`config.mk`:
```
export PLATFORM = sky130hd
export DESIGN_NAME = shift_reg_piso_tx
export DESIGN_NICKNAME = d
export VERILOG_FILES = /design/src/rtl/shift_reg_piso_tx.sv
export SDC_FILE = /design/constraint.sdc
export NUM_CORES = 1
export LEC_CHECK = 0
export ABC_AREA = 1
export BUFFER_PORTS_ARGS = -buffer_cell sky130_fd_sc_hd__buf_2
export CAP_MARGIN = 40
export CORE_AREA = 3 3 40 42
export DETAILED_ROUTE_END_ITERATION = 8
export DIE_AREA = 0 0 43 45
export SYNTH_ARGS = -nofsm -noshare
export SYNTH_HDL_FRONTEND = slang
export SYNTH_SLANG_ARGS = --single-unit
```
`constraint.sdc`:
```
create_clock -name clk -period 2.3 [get_ports clk]
set_input_delay 0.345 -clock clk [delete_from_list [all_inputs] [get_ports clk]]
set_output_delay 0.345 -clock clk [all_outputs]
set_load 0.005 [all_outputs]
```
`src/rtl/shift_reg_piso_tx.sv`:
```
// Parallel-in serial-out transmitter with valid/ready load and frame markers.
// Optional even-parity trailer bit when PARITY_EN is defined.
module shift_reg_piso_tx #(
  parameter int WIDTH     = 4,
  parameter bit MSB_FIRST = 1'b1
) (
  input  logic             clk,
  input  logic             rst_n,
  input  logic             load_valid,
  output logic             load_ready,
  input  logic [WIDTH-1:0] data_in,
  output logic             ser_out,
  output logic             ser_valid,
  output logic             ser_first,
  output logic             ser_last,
  output logic             busy
);

  localparam int CW = $clog2(WIDTH + 1);
  localparam logic [CW-1:0] LAST = CW'(WIDTH - 1);

`ifdef PARITY_EN
  typedef enum logic [1:0] {IDLE, SHIFT, PAR} state_e;
`else
  typedef enum logic {IDLE, SHIFT} state_e;
`endif

  state_e           state_q, state_d;
  logic [WIDTH-1:0] sreg_q, sreg_d;
  logic [CW-1:0]    cnt_q, cnt_d;
  logic             last_data;
  logic             accept;
`ifdef PARITY_EN
  logic             par_q, par_d;
`endif

  always_comb begin
    state_d   = state_q;
    sreg_d    = sreg_q;
    cnt_d     = cnt_q;
`ifdef PARITY_EN
    par_d     = par_q;
`endif
    last_data = (state_q == SHIFT) && (cnt_q == LAST);
    ser_valid = (state_q != IDLE);
    busy      = ser_valid;
    ser_first = (state_q == SHIFT) && (cnt_q == '0);
    ser_out   = 1'b0;
    if (state_q == SHIFT)
      ser_out = MSB_FIRST ? sreg_q[WIDTH-1] : sreg_q[0];
`ifdef PARITY_EN
    if (state_q == PAR)
      ser_out = par_q;
    ser_last  = (state_q == PAR);
`else
    ser_last  = last_data;
`endif
    load_ready = (state_q == IDLE) || ser_last;
    accept     = load_valid && load_ready;

    // Counter parks on the final data bit rather than wrapping.
    if ((state_q == SHIFT) && !last_data) begin
      cnt_d = cnt_q + CW'(1);
      if (MSB_FIRST)
        sreg_d = {sreg_q[WIDTH-2:0], 1'b0};
      else
        sreg_d = {1'b0, sreg_q[WIDTH-1:1]};
    end
`ifdef PARITY_EN
    if (last_data)
      state_d = PAR;
`endif
    if (load_ready)
      state_d = accept ? SHIFT : IDLE;
    if (accept) begin
      sreg_d = data_in;
      cnt_d  = '0;
`ifdef PARITY_EN
      par_d  = ^data_in;
`endif
    end
  end

  always_ff @(posedge clk or negedge rst_n) begin
    if (!rst_n) begin
      state_q <= IDLE;
      sreg_q  <= '0;
      cnt_q   <= '0;
`ifdef PARITY_EN
      par_q   <= 1'b0;
`endif
    end else begin
      state_q <= state_d;
      sreg_q  <= sreg_d;
      cnt_q   <= cnt_d;
`ifdef PARITY_EN
      par_q   <= par_d;
`endif
    end
  end

endmodule

```
==> impl_metrics.ini, run 1 <==
[timing]
tns_ps = 0
final_hold_viol_count = 0
slew_headroom = 0.8417
worstMarginPinSlew_ps = 237.2
clock_skew_ps = 3.427
drv_slew = 0
fmax_mhz = 564.3
fin_crit_ps = 1772
setup_viol = 0
rsz0062_at_grt = no
min_period_over_period = 0.7704

[synth]
synth_compound_area_frac = 0.04478
synth_top_family_by_area = simple AND/OR/NAND/NOR gates
ys_seq_elements = 8
netlist_area_um2 = 419.2
synth-xor-area-share = 0
yosys-top-cells-area = dfrtp_1, nand3_1, ha_1, nand2_1, inv_1
synth.avg_cell_area_um2 = 8.554
synthSimpleGateAreaFrac = 0.2716
synthMuxAreaShare = 0
synth_largest_area_cell = dfrtp_1
synth_nets = 59
seq_area_frac_synth = 0.4776
synth_cell_type_count = 12
synth_fa_ha_area_frac = 0.08955
netlist_instances = 49
synth_top_area_share = 0.4776
ys_warn_count = 0

[die]
num_io_pins = 13
die_w_um = 43
die-height_um = 45
dieArea_um2 = 1935
rows = 13
core_um2 = 1285
start_util = 0.3262

[clock_network]
clkTransAtPathRegs_ps = 50
cts-htree-levels = 1
clkLatencyLatePin_ps = 250
cts_max_path_buffers = 2
post_cts_buffers = 0
cts_hold_buf = 1
cts.sinks = 8
cts_resized = 0
root_buffer = clkbuf_4
cts_inserted_buffers = 3
cts_tree = done

[critical_path]
crit_type = flop to output port
max_stage_delay_ps = 370
start_kind = flop
required_ps = 1960
slowest_stage = dfrtp_1
cp_common_cell = ha_1
critPathArrivalTime_ps = 1430
worst_setup_path_end_kind = output port
path_cells = ha_1, ha_1, inv_1, nand2_2, buf_2
crit_fanout = 12

[global_routing]
gr-usage-all-layers = 0.1077
grt_pass1_wl_um = 1469
grt_remaining_overflow = 0
antenna_found_initial = 0
grt_pass1_vias = 334
grt_max_degree = 13

[detailed_routing]
wl_per_cell_um = 10.14
vias_per_cell = 4.462
vias = 348
postRouteAntennaNets = 0
routed_wl_um = 791
dr.first_iter.drc_count = 4
drtPass1Iterations = 2
drc = 0

[pwr]
leakage_uw = 0.0002975
max-vdd-ir-drop_uv = 453.9
power_density_nw_per_um2 = 1224

[placed_design]
portBuffers = 12
place.gp.congestion = 0.6741
hpwl_um = 622.7
post_dp_cell_area_um2 = 479.2

[job]
max-cap-violations = 0

[finish]
final_cell_mix = nand3_1, buf_2, nand2_1, inv_1, dfrtp_1
n_antenna_cell = 0
fin_area_um2 = 511.7
drive_above_1_share = 0.2857
area_delta_synth_final_pct = 22.09
nNetsFinal = 75

[status]
status = finished clean

[min_path]
hold_path.class = input port to flop
cells by family after synthesis:
family	count (synthesis)
adder cells (fa/ha/maj)	3
AND/OR/NAND/NOR	25
flip-flops	8
AO/OA/AOI/OAI	3
buffers and inverters	10
layer usage:
layer / GRT usage / routed length [um]
met4: 0.09036 / 21
met3: 0.03984 / 63
met2: 0.1467 / 322
met5: 0 / 0
met1: 0.1343 / 384
final timing paths:
check | start | end | slack [ps] | cells past startpoint
worst max-delay path | cnt_q[0] | load_ready | 530 | 5
worst min-delay path | data_in[0] | sreg_q[0] | 330 | 3
worst max register to register | cnt_q[0] | cnt_q[1] | 960 | 6
worst min register to register | sreg_q[1] | sreg_q[2] | 490 | 2
max in group asynchronous | rst_n | sreg_q[3] | 1670 | 2
min in group asynchronous | rst_n | sreg_q[0] | 460 | 2
metrics by stage:
| step | power (uW) | utilization | setup WS (ps) | hold slack [ps] | instances |
|---|---|---|---|---|---|
| 3_3_place_gp | 516.5 | 0.3729 | 822.4 | 199.1 | 74 |
| 3_5_place_dp | 530.0 | 0.3729 | 799.7 | 198.5 | 74 |
| 4_1_cts | 640.1 | 0.3982 | 521.5 | 327.0 | 78 |
| 5_1_grt | 707.1 | 0.3982 | 401.6 | 348.4 | 78 |
| 2_1_floorplan | 458.3 | - | 943.7 | 49.41 | 49 |
| 6_report | 626.4 | 0.3982 | 528.0 | 327.3 | 78 |
final cells by class:
type,instances,area [um2]
Fill cell,153,773.2
Timing Repair Buffer,13,70.07
Inverter,8,30.03
Clock buffer,3,22.52
Sequential cell,8,200.2
Multi-Input combinational cell,31,170.2
Tap cell,15,18.77
worst max-delay path: cells and delay by family (launching register included):
family | cells | cell delay, ps
fa+ha+maj | 2 | 410
simple gates | 1 | 140
buf+inv | 2 | 250
flops | 1 | 370
cell usage after synthesis (all sizes together):
library cell	number
dfrtp	8
inv	8
buf	2
nand3	12
nand2	11
nor2	2
o21ai	3
ha	3
flip-flops by register name (all words and copies together) (netlist names):
signal and count:
busy 1, cnt_q 3, sreg_q 4
report_power, final:
group | total (uW) | switching [uW] | internal (uW)
clock | 105 | 45.7 | 59.6
combinational | 283 | 164 | 119
sequential | 238 | 38.7 | 200
total | 626 | 249 | 378
Note: power is estimated with default switching activity, not from simulation.
==> inputs of run 2 (changes only) <==
--- a/config.mk
+++ b/config.mk
@@ -5,7 +5,7 @@
 export SDC_FILE = /design/constraint.sdc
 export NUM_CORES = 1
 export LEC_CHECK = 0
-export ABC_AREA = 1
+export ABC_AREA = 0
 export BUFFER_PORTS_ARGS = -buffer_cell sky130_fd_sc_hd__buf_2
 export CAP_MARGIN = 40
 export CORE_AREA = 3 3 40 42
==> constraint.sdc (replaced) <==
create_clock -name clk -period 1.7 [get_ports clk]
set_input_delay 0.255 -clock clk [delete_from_list [all_inputs] [get_ports clk]]
set_output_delay 0.255 -clock clk [all_outputs]
set_load 0.005 [all_outputs]
==> impl_metrics.ini, run 2 <==
[status]
status = finished clean

[critical_path]
endpoint = load_ready
path_cells = ha_1, ha_2, nor2b_4, inv_2, buf_2
r2r_cells = 5
max_stage_delay_ps = 380
crit_fanout = 4
crit-reg2reg-launch = cnt_q[0]
crit_type = flop to output port
worst_setup_path_end_kind = output port
r2r_slack_ps = 410
slowest_stage = dfrtp_1
critPathArrivalTime_ps = 1350
cpLargestDelayFamily = adder cells
required_ps = 1440
critical_path_buf_inv_count = 2
r2r-end = sreg_q[2]
startpoint = cnt_q[0]
start_kind = flop
crit_cells = 5

[timing]
drv_slew = 0
setup_viol = 0
fmax_mhz = 622.0
tns_ps = 0
slew_headroom = 0.8828
worstMarginPinSlew_ps = 174.4
clock_skew_ps = 2.591
min_period_over_period = 0.9457
rsz0062_at_grt = no
final_hold_viol_count = 0
fin_crit_ps = 1608

[pwr]
leakage_uw = 0.0002889
swShare = 0.3517
max-vdd-ir-drop_uv = 602.9
p_int_uw = 565.4
power_frac_clock = 0.167
p_switching_uw = 306.7
pwr-share-seq = 0.352
power_density_nw_per_um2 = 1644
power_frac_comb = 0.482

[finish]
final_cell_mix = buf_2, dfrtp_1, mux2i_1, nand2_1
fin_area_um2 = 530.5
area_delta_synth_final_pct = 24.71
layout.cells.non_filler = 69
n_antenna_cell = 0
layout_commonest_cell = buf_2
nNetsFinal = 66
drive_above_1_share = 0.4444
largest_register_ffs = 4
nFillCells = 143
seqCellArea_um2 = 200.2
regMostFlops = sreg_q
multi_input_area_um2 = 188.9

[die]
start_util = 0.3311
num_io_pins = 13
rows = 13
die-height_um = 45
core_um2 = 1285
dieArea_um2 = 1935
die_w_um = 43

[detailed_routing]
dr.first_iter.drc_count = 4
routed_wl_um = 764
postRouteAntennaNets = 0
drtPass1Iterations = 4
vias = 316
vias_per_cell = 4.580
drc = 0
wl_per_cell_um = 11.07

[global_routing]
gr-usage-all-layers = 0.1025
grt_pass1_vias = 326
antenna_found_initial = 0
grt_remaining_overflow = 0
grt_max_degree = 10
grt_pass1_wl_um = 1373

[placed_design]
hpwl_um = 543.4
post_dp_cell_area_um2 = 488.0
portBuffers = 12
place.gp.congestion = 0.6403
dp.cells = 64

[synth]
synth_top_area_share = 0.4706
ys_warn_count = 0
ys.flop_type = dfrtp_1
synth_largest_area_cell = dfrtp_1
yosysMostFrequentCell = dfrtp_1
synth_cell_type_count = 17
yosys-top-cells-area = dfrtp_1, mux2i_1, ha_1, o21ai_0, and2_2
synth.avg_cell_area_um2 = 10.91
synth-edff-count = 0
synthTopCellsByCount = dfrtp_1, mux2i_1, inv_1, nand2_1
synth_nets = 49
netlist_area_um2 = 425.4
ys_seq_elements = 8
seq_area_frac_synth = 0.4706
synth_async_sr_flop_share = 1.000
netlist_instances = 39

[clock_network]
root_buffer = clkbuf_4
cts-htree-levels = 1
cts_max_path_buffers = 2
clkLatencyLatePin_ps = 250
cts.sinks = 8
clkTransAtPathRegs_ps = 50
cts_inserted_buffers = 3
cts_tree = done

[min_path]
hold_path.class = input port to flop

[job]
max-cap-violations = 0
run 2: cell count changes after synthesis, sizes merged, moves of 2 or more:
| cell | delta |
|---|---|
| and2 | +2 |
| nand2 | -7 |
| nand3 | -12 |
| inv | -4 |
| mux2i | +5 |
run 2: routing by layer:
| layer | part of all wire | vias to the layer above | track usage |
|---|---|---|---|
| met2 | 0.46 | 12 | 0.1377 |
| met4 | 0.021 | 0 | 0.09036 |
| met5 | 0 | - | 0 |
| met1 | 0.44 | 146 | 0.1262 |
| li1 | - | 156 | - |
| met3 | 0.077 | 2 | 0.03984 |
run 2: tightest hold or removal path: cells and delay by family:
family | cells | cell delay, ps
buffers and inverters | 1 | 70
muxes | 1 | 50
and+or+nand+nor | 1 | 70
run 2: kinds of logic after synthesis:
kind of cell | count (synthesis) | share of synthesized area
mux | 5 | 0.1177
buf+inv | 7 | 0.09116
fa+ha+maj | 3 | 0.08824
flops | 8 | 0.4706
compound gates | 5 | 0.07353
simple gates | 11 | 0.1588
run 2: area by class of cell:
cell class                      instances  area share
Multi-Input combinational cell         24      0.3561
Inverter                                4     0.02830
Sequential cell                         8      0.3774
Tap cell                               15     0.03538
Timing Repair Buffer                   15      0.1604
Clock buffer                            3     0.04245
run 2: power groups by stage:
stage / combinational (uW) / clock [uW] / sequential, uW
detailed placement: 392 / 0 / 315
global placement: 383 / 0 / 313
CTS: 418 / 152 / 307
finish: 420 / 145 / 307
global route: 484 / 166 / 318
floorplan: 302 / 0 / 306
run 2: how the worst min path moves through the flow:
stage                    start         to  slack, ps  cells after the start
detailed placement       rst_n  sreg_q[0]        110                      1
global placement         rst_n  sreg_q[0]        110                      1
global route        data_in[0]  sreg_q[0]        290                      3
floorplan                rst_n       busy        -40                      0
finish              data_in[0]  sreg_q[0]        250                      3
CTS                 data_in[0]  sreg_q[0]        240                      3
run 2: repair_timing:
item / in CTS / in global routing
hold buffers: 1 / 0
hold endpoints to repair: 8 / 0
gates cloned: 0 / 0
gates resized for setup: 0 / 2
setup endpoints to repair: 1 / 1
buffers inserted: 1 / 0
run 2: through the flow:
stage / hold WS, ps / worst slack, ps / total power (uW) / util
floorplan: -40.59 / 395.2 / 607.6 / -
global placement: 109.7 / 307.5 / 696.4 / 0.3797
detailed placement: 113.3 / 273.9 / 707.3 / 0.3797
CTS: 242.1 / 22.08 / 877.3 / 0.4109
global route: 294.8 / 10.81 / 968.1 / 0.4129
finish: 246.6 / 92.26 / 872.0 / 0.4129
==> inputs of run 3 (changes only) <==
--- a/config.mk
+++ b/config.mk
@@ -11,6 +11,8 @@
 export CORE_AREA = 3 3 40 42
 export DETAILED_ROUTE_END_ITERATION = 8
 export DIE_AREA = 0 0 43 45
+export REMOVE_ABC_BUFFERS = 1
+export SLEW_MARGIN = 20
 export SYNTH_ARGS = -nofsm -noshare
 export SYNTH_HDL_FRONTEND = slang
 export SYNTH_SLANG_ARGS = --single-unit
==> impl_metrics.ini, run 3 (synthesis results as in run 2) <==
[status]
status = finished clean

[finish]
multi_input_area_um2 = 186.4
n_antenna_cell = 0
layout.cells.non_filler = 69
largest_register_ffs = 4
seqCellArea_um2 = 200.2
nFillCells = 128
fin_area_um2 = 528.0
final_cell_mix = buf_2, dfrtp_1, mux2i_1, nand2_1
layout_commonest_cell = buf_2
regMostFlops = sreg_q
nNetsFinal = 66
drive_above_1_share = 0.4259
area_delta_synth_final_pct = 24.12

[min_path]
min-delay-start = data_in[0]
hold_path.class = input port to flop
hold_path_end = sreg_q[0]
holdPathStages = 3

[timing]
fmax_mhz = 611.6
worstMarginPinSlew_ps = 181.6
timing.hold.ws_ps = 252.4
fin_ws_ps = 65.03
rsz0062_at_grt = no
drv_slew = 0
tns_ps = 0
fin_crit_ps = 1635
clock_skew_ps = 1.370
slew_headroom = 0.8779
setup_viol = 0
min_period_over_period = 0.9617
final_hold_viol_count = 0

[placed_design]
post_dp_cell_area_um2 = 488.0
hpwl_um = 536.1
pre_cts_ws_ps = 207.4
place.gp.congestion = 0.6393
dp.cells = 64
portBuffers = 12

[pwr]
max-vdd-ir-drop_uv = 731.3
power_density_nw_per_um2 = 1627
p_switching_uw = 296.9
p_int_uw = 562.2
power_frac_clock = 0.164
pwr-share-seq = 0.359
power_frac_comb = 0.478
leakage_uw = 0.0002901
swShare = 0.3456

[critical_path]
crit_fanout = 4
worst_setup_path_end_kind = output port
r2r-end = sreg_q[2]
crit-reg2reg-launch = cnt_q[0]
start_kind = flop
r2r_slack_ps = 270
r2r_cells = 6
critPathArrivalTime_ps = 1380
crit_type = flop to output port
required_ps = 1440

[clock_network]
cts-htree-levels = 1
cts.sinks = 8
cts_inserted_buffers = 3
clkLatencyLatePin_ps = 250
clkTransAtPathRegs_ps = 50
root_buffer = clkbuf_4
cts_tree = done
cts_max_path_buffers = 2

[detailed_routing]
routed_wl_um = 692
postRouteAntennaNets = 0
drc = 0
drtPass1Iterations = 2
wl_per_cell_um = 10.03
vias_per_cell = 4.377
vias = 302
dr.first_iter.drc_count = 1

[die]
core_um2 = 1285
rows = 13
num_io_pins = 13
die_w_um = 43
die-height_um = 45
dieArea_um2 = 1935
start_util = 0.3311

[global_routing]
grt_pass1_vias = 302
gr-usage-all-layers = 0.08354
grt_max_degree = 9
grt_pass1_wl_um = 1138
antenna_found_initial = 0
grt_remaining_overflow = 0

[job]
max-cap-violations = 0
[run 3: through the flow]
stage	util	total power [uW]
2_1_floorplan	-	562.7
3_3_place_gp	0.3797	701.5
3_5_place_dp	0.3797	706.8
4_1_cts	0.4109	878.0
5_1_grt	0.4109	941.0
6_report	0.4109	859.2
[run 3: power groups by stage]
stage / Clock, uW / Combinational [uW] / Sequential (uW)
5_1_grt: 161 / 462 / 318
4_1_cts: 150 / 417 / 311
6_report: 140 / 410 / 308
3_3_place_gp: 0 / 388 / 313
2_1_floorplan: 0 / 256 / 307
3_5_place_dp: 0 / 393 / 314
[run 3: routing by layer]
layer	share of wire	GRT usage	up-vias
met5	0	0	-
met4	0	0.07229	0
met3	0.066	0.02789	0
met2	0.46	0.1257	10
met1	0.47	0.09524	136
li1	-	-	156
[run 3: area by class of cell]
cell class / count / area share
Clock buffer: 3 / 0.04265
Timing Repair Buffer: 15 / 0.1611
Inverter: 4 / 0.02844
Sequential cell: 8 / 0.3791
Multi-Input combinational cell: 24 / 0.3531
Tap cell: 15 / 0.03555
[run 3: how the worst max path moves through the flow]
stage          cells past startpoint  startpoint  slack [ps]         end
2_1_floorplan                      6    cnt_q[0]         330    cnt_q[0]
3_3_place_gp                       5    cnt_q[0]         220  load_ready
3_5_place_dp                       5    cnt_q[0]         210  load_ready
4_1_cts                            5    cnt_q[0]          20  load_ready
5_1_grt                            5    cnt_q[0]           3  load_ready
6_report                           5    cnt_q[0]          70  load_ready
[run 3: what timing repair did]
action	4_1_cts	5_1_grt
gates resized for setup	0	1
pin swaps	0	0
setup buffers	1	0
endpoints found under the hold margin	8	0
hold buffers	1	0
endpoints found under the setup margin	1	1
[run 3: critical path, stage by stage (launching register included)]
cell	delay, ps
dfrtp_1	400
ha_1	200
ha_1	210
nor2b_4	140
inv_2	60
buf_2	120
